<file path="config.mk">
export PLATFORM = sky130hd
export DESIGN_NAME = request_manager
export DESIGN_NICKNAME = d
export VERILOG_FILES = /design/src/rtl/request_manager.sv
export SDC_FILE = /design/constraint.sdc
export NUM_CORES = 1
export LEC_CHECK = 0
export CORE_MARGIN = 4
export CORE_UTILIZATION = 58
export DETAILED_ROUTE_END_ITERATION = 8
export GPL_TIMING_DRIVEN = 0
export PLACE_DENSITY = 0.84
export REMOVE_ABC_BUFFERS = 1
export SYNTH_ARGS = -nofsm -noshare
export SYNTH_HDL_FRONTEND = slang
export SYNTH_SLANG_ARGS = --single-unit
</file>
<file path="constraint.sdc">
create_clock -name clk -period 6.1 [get_ports clk]
set_clock_uncertainty 0.2 [all_clocks]
set_input_delay 1.525 -clock clk [delete_from_list [all_inputs] [get_ports clk]]
set_output_delay 1.525 -clock clk [all_outputs]
set_load 0.02 [all_outputs]
</file>
<file path="src/rtl/request_manager.sv">
// rtl/request_manager.sv - per-client pending-request counters feeding an external fixed-priority arbiter
// Holds one granted transaction at a time in SERVE until the downstream handshake retires it.
module request_manager #(
  parameter int NumRequests = 4,
  parameter int CntWidth    = 3
) (
  input  logic                           clk,
  input  logic                           rst,
  input  logic [NumRequests-1:0]         req_pulse,
  output logic [NumRequests-1:0]         request,
  input  logic [NumRequests-1:0]         grant,
  output logic                           out_valid,
  input  logic                           out_ready,
  output logic [$clog2(NumRequests)-1:0] out_id,
  output logic [NumRequests-1:0]         overflow,
  output logic                           protocol_err
);

  localparam int IdW = $clog2(NumRequests);
  localparam logic [CntWidth-1:0] CntMax = '1;

  typedef enum logic {
    IDLE  = 1'b0,
    SERVE = 1'b1
  } state_e;

  state_e                                state_q, state_d;
  logic                                  out_valid_q, out_valid_d;
  logic [IdW-1:0]                        out_id_q, out_id_d;
  logic [NumRequests-1:0][CntWidth-1:0]  pending_q, pending_d;
  logic [NumRequests-1:0]                overflow_q, overflow_d;
  logic                                  protocol_err_q, protocol_err_d;

  logic [NumRequests-1:0] pending_nz;
  logic                   grant_onehot;
  logic                   grant_legal;
  logic [IdW-1:0]         grant_idx;
  logic                   handshake;

  always_comb begin
    pending_nz = '0;
    grant_idx  = '0;
    for (int i = 0; i < NumRequests; i++) begin
      pending_nz[i] = (pending_q[i] != '0);
      if (grant[i]) grant_idx = IdW'(i);
    end
    grant_onehot = (grant != '0) &&
                   ((grant & (grant - NumRequests'(1))) == '0);
    grant_legal  = grant_onehot && ((grant & pending_nz) != '0);
    handshake    = (state_q == SERVE) && out_ready;
  end

  // Decoded only from flops so the external arbiter's grant cannot loop back into request.
  assign request      = (state_q == IDLE) ? pending_nz : '0;
  assign out_valid    = out_valid_q;
  assign out_id       = out_id_q;
  assign overflow     = overflow_q;
  assign protocol_err = protocol_err_q;

  always_comb begin
    state_d        = state_q;
    out_valid_d    = out_valid_q;
    out_id_d       = out_id_q;
    protocol_err_d = protocol_err_q;
    case (state_q)
      IDLE: begin
        if (grant != '0) begin
          if (grant_legal) begin
            state_d     = SERVE;
            out_valid_d = 1'b1;
            out_id_d    = grant_idx;
          end else begin
            protocol_err_d = 1'b1;
          end
        end
      end
      SERVE: begin
        if (out_ready) begin
          state_d     = IDLE;
          out_valid_d = 1'b0;
        end
      end
      default: begin
        state_d     = IDLE;
        out_valid_d = 1'b0;
      end
    endcase
  end

  // A retire and a new request on the same client cancel, so saturation is only hit by a net increment.
  always_comb begin
    pending_d  = pending_q;
    overflow_d = overflow_q;
    for (int i = 0; i < NumRequests; i++) begin
      if (req_pulse[i] && !(handshake && out_id_q == IdW'(i))) begin
        if (pending_q[i] == CntMax) begin
          overflow_d[i] = 1'b1;
        end else begin
          pending_d[i] = pending_q[i] + CntWidth'(1);
        end
      end else if (!req_pulse[i] && handshake && out_id_q == IdW'(i)) begin
        if (pending_q[i] != '0) pending_d[i] = pending_q[i] - CntWidth'(1);
      end
    end
  end

  always_ff @(posedge clk or posedge rst) begin
    if (rst) begin
      state_q        <= IDLE;
      out_valid_q    <= 1'b0;
      out_id_q       <= '0;
      pending_q      <= '0;
      overflow_q     <= '0;
      protocol_err_q <= 1'b0;
    end else begin
      state_q        <= state_d;
      out_valid_q    <= out_valid_d;
      out_id_q       <= out_id_d;
      pending_q      <= pending_d;
      overflow_q     <= overflow_d;
      protocol_err_q <= protocol_err_d;
    end
  end

endmodule

</file>
==> load_flow_metrics.sql <==
INSERT INTO impl_metrics (metric_group, metric, value, unit) VALUES
('global_routing', 'globalRouteOverflowTotal', '0', ''),
('yosys', 'synth-edff-count', '0', ''),
('pwr', 'cellPowerDensity', '452', 'nW/µm²'),
('clock_network', 'clock_latency', '0.31', 'ns'),
('finish', 'mostFrequentLayoutCell', 'sky130_fd_sc_hd__clkdlybuf4s50_1', ''),
('yosys', 'synth-seq-area-share', '32.8', '%'),
('timing', 'total_of_endpoints_with_negative_setup_slack_in_the_final_report', '0', ''),
('clock_network', 'cts_hold_repair.buffers', '0', ''),
('finish', 'layout-drive-gt1-share', '6.63', '%'),
('clock_network', 'clock_path_buffers', '2', ''),
('floorplanning', 'die-width', '60.5', 'µm'),
('clock_network', 'postCtsSetupRepairBufs', '0', ''),
('global_routing', 'via_count_of_the_first_global_routing_pass', '1424', ''),
('pwr', 'power.static_leakage', '0.717', 'nW'),
('timing', 'fin_crit', '3.84', 'ns'),
('finish', 'layout-area-overhead-vs-synth', '13.2', '%'),
('critical_path', 'timing.critical_path.slowest_stage_cell', 'sky130_fd_sc_hd__clkdlybuf4s50_1', ''),
('critical_path', 'setup.worst_path.class', 'input pin to register', ''),
('drt', 'via_per_inst', '6.72', ''),
('critical_path', 'worst-path-max-fanout', '10', ''),
('critical_path', 'path_cells', 'clkdlybuf4s50_1 -> nand4bb_1 -> and2_1 -> inv_1 -> fa_1 -> inv_1 -> nand2_1 -> o22ai_1 -> a211oi_1', ''),
('yosys', 'asyncSetResetFlopFracSynth', '100', '%'),
('critical_path', 'worst_path_dominant_cell_family', 'buffers and inverters', ''),
('timing', 'setup_repair_after_global_routing_missed_its_margin', 'false', ''),
('yosys', 'post_synth_main_area_contributors', 'sky130_fd_sc_hd__dfrtp_1, sky130_fd_sc_hd__fa_1, sky130_fd_sc_hd__a211oi_1', ''),
('pwr', 'report.power.total', '0.000819', 'W'),
('timing', 'tightestPinTransition', '0.840', 'ns'),
('finish', 'nNetsFinal', '212', ''),
('clock_network', 'cts-resized-gates', '0', ''),
('critical_path', 'critical_path_required', '6.09', 'ns'),
('job', 'cap_viol_max_count', '0', ''),
('critical_path', 'worstSetupStartpointType', 'input pin', ''),
('drt', 'drt.antenna.violating_nets', '0', ''),
('yosys', 'synth_area_per_cell', '8.51', 'µm²'),
('global_routing', 'grt_max_degree', '22', ''),
('placed_design', 'gpl.final_weighted_congestion', '0.805', ''),
('global_routing', 'antenna_found_initial', '0', ''),
('global_routing', 'global_route_wire_length_before_repair', '6470', 'µm'),
('timing', 'finalCritPeriodShare', '63.0', '%'),
('critical_path', 'crit_path_capture_type', 'register', ''),
('critical_path', 'worst-endpoint-arrival', '3.84', 'ns'),
('critical_path', 'path_buf_inv', '3', ''),
('clock_network', 'cts_inserted_buffers', '3', ''),
('timing', 'remaining_max_slew_budget_at_the_tightest_pin', '43.9', '%'),
('yosys', 'yosys_warnings', '0', ''),
('timing', 'maxSlewViolCount', '0', ''),
('floorplanning', 'die_height', '60.5', 'µm'),
('yosys', 'netlist_instances', '188', ''),
('status', 'run_status', 'finished, final reports clean', ''),
('timing', 'timing.fmax', '260', 'MHz'),
('worst_hold_path', 'hold_path.class', 'register to register', ''),
('finish', 'sequential_cell_area', '526', 'µm²'),
('yosys', 'synth_seq_cells', '21', ''),
('floorplanning', 'pin_count', '23', ''),
('floorplanning', 'design.die.area', '3660', 'µm²'),
('yosys', 'synth.distinct_cells', '50', ''),
('finish', 'final.fill_count', '206', ''),
('clock_network', 'clock-root-buffer', 'sky130_fd_sc_hd__clkbuf_4', ''),
('clock_network', 'clock_sinks', '21', ''),
('drt', 'first_pass_iters', '5', ''),
('timing', 'final_hold_viol_count', '0', ''),
('global_routing', 'grt_use_total', '22.7', '%'),
('drt', 'vias', '1519', ''),
('yosys', 'synth_largest_type_area_fraction', '32.8', '%'),
('clock_network', 'path_clk_slew', '0.13', 'ns'),
('floorplanning', 'placement_rows', '18', ''),
('finish', 'antenna-diode-count', '0', ''),
('yosys', 'netlist_area', '1600', 'µm²'),
('yosys', 'synthFlopType', 'sky130_fd_sc_hd__dfrtp_1', ''),
('drt', 'drt-initial-drc-count', '139', ''),
('timing', 'final_layout_setup_total_negative_slack', '0', 'ns');
-- cells in the mapped netlist, types with 2 or more instances --
| library cell | instances |
|---|---|
| sky130_fd_sc_hd__dfrtp_1 | 21 |
| sky130_fd_sc_hd__nor2_1 | 16 |
| sky130_fd_sc_hd__clkbuf_1 | 15 |
| sky130_fd_sc_hd__nor3_1 | 13 |
| sky130_fd_sc_hd__inv_1 | 12 |
| sky130_fd_sc_hd__a211oi_1 | 9 |
| sky130_fd_sc_hd__nand2_1 | 9 |
| sky130_fd_sc_hd__a31oi_1 | 7 |
| sky130_fd_sc_hd__o31ai_1 | 7 |
| sky130_fd_sc_hd__o21ai_0 | 6 |
| sky130_fd_sc_hd__o22ai_1 | 6 |
| sky130_fd_sc_hd__nand3_1 | 5 |
| sky130_fd_sc_hd__a41o_1 | 4 |
| sky130_fd_sc_hd__and2_1 | 4 |
| sky130_fd_sc_hd__fa_1 | 4 |
| sky130_fd_sc_hd__a21oi_1 | 3 |
| sky130_fd_sc_hd__and4_1 | 3 |
| sky130_fd_sc_hd__nor3b_1 | 3 |
| sky130_fd_sc_hd__a32oi_1 | 2 |
| sky130_fd_sc_hd__a41oi_1 | 2 |
| sky130_fd_sc_hd__and3b_1 | 2 |
| sky130_fd_sc_hd__buf_2 | 2 |
| sky130_fd_sc_hd__inv_2 | 2 |
| sky130_fd_sc_hd__mux2_2 | 2 |
| sky130_fd_sc_hd__mux2i_1 | 2 |
| sky130_fd_sc_hd__nor4b_1 | 2 |
| sky130_fd_sc_hd__o21bai_1 | 2 |
-- through the flow --
step | std cells | instance area [µm²] | util [%] | worst slack, ns | hold WS [ns]
6_report | 226 | 1810 | 71.2 | 2.26 | 0.281
5_1_grt | 226 | 1810 | 71.2 | 2.08 | 0.325
4_1_cts | 226 | 1810 | 71.2 | 2.28 | 0.286
3_5_place_dp | 222 | 1780 | 70.1 | 1.95 | 0.257
3_3_place_gp | 222 | 1780 | 70.1 | 2.07 | 0.248
2_1_floorplan | 170 | 1530 | - | 2.80 | 0.366
-- path summary, 6_finish.rpt --
kind,from,end,slack (ns),cells past startpoint
max,out_ready,pending_q[1]$_DFFE_PP0P_,2.26,9
min,overflow[1]$_DFFE_PP0P_,overflow[1]$_DFFE_PP0P_,0.28,1
max reg2reg,state_q$_DFF_PP0_,pending_q[1]$_DFFE_PP0P_,3.39,8
min reg2reg,overflow[1]$_DFFE_PP0P_,overflow[1]$_DFFE_PP0P_,0.28,1
max in group asynchronous,rst,pending_q[8]$_DFFE_PP0P_,3.71,2
min in group asynchronous,rst,pending_q[3]$_DFFE_PP0P_,1.47,2
-- kinds of logic (layout without fill, tap and decap cells) --
logic type / after synthesis / count (layout) / synth area share, %
compound gates: 57 / 57 / 26.1
xor+xnor: 1 / 1 / 0.547
fa+ha+maj: 4 / 4 / 5.00
buf+inv: 32 / 40 / 7.90
flops: 21 / 21 / 32.8
mux: 4 / 4 / 2.66
simple gates: 69 / 69 / 24.9
-- power by group --
part	internal, W	leakage, nW	switching, W	total [W]
Clock	0.0000245	0.0177	0.0000467	0.0000712
Combinational	0.000213	0.471	0.000201	0.000414
Sequential	0.000194	0.229	0.000140	0.000334
-- final cells by class --
| type | instances | area share (%) |
|---|---|---|
| Multi-Input combinational cell | 135 | 52.3 |
| Sequential cell | 21 | 29.0 |
| Timing Repair Buffer | 22 | 12.2 |
| Inverter | 14 | 2.90 |
| Tap cell | 30 | 2.07 |
| Clock buffer | 3 | 1.24 |
| Clock inverter | 1 | 0.276 |
-- routing by layer --
metal	GRT usage, %	vias up	share of wire, %
met1	32.1	738	44
met2	37.2	50	50
met4	6.50	0	1.3
li1	-	724	-
met5	0	-	0
met3	2.13	7	5.2
-- flip-flops by register name, summed over array words and instances, names as in the netlist --
register,count
pending_q,12
overflow,4
out_id,2
out_valid,1
protocol_err,1
state_q,1
No activity file was read; power rests on OpenSTA's default activity.
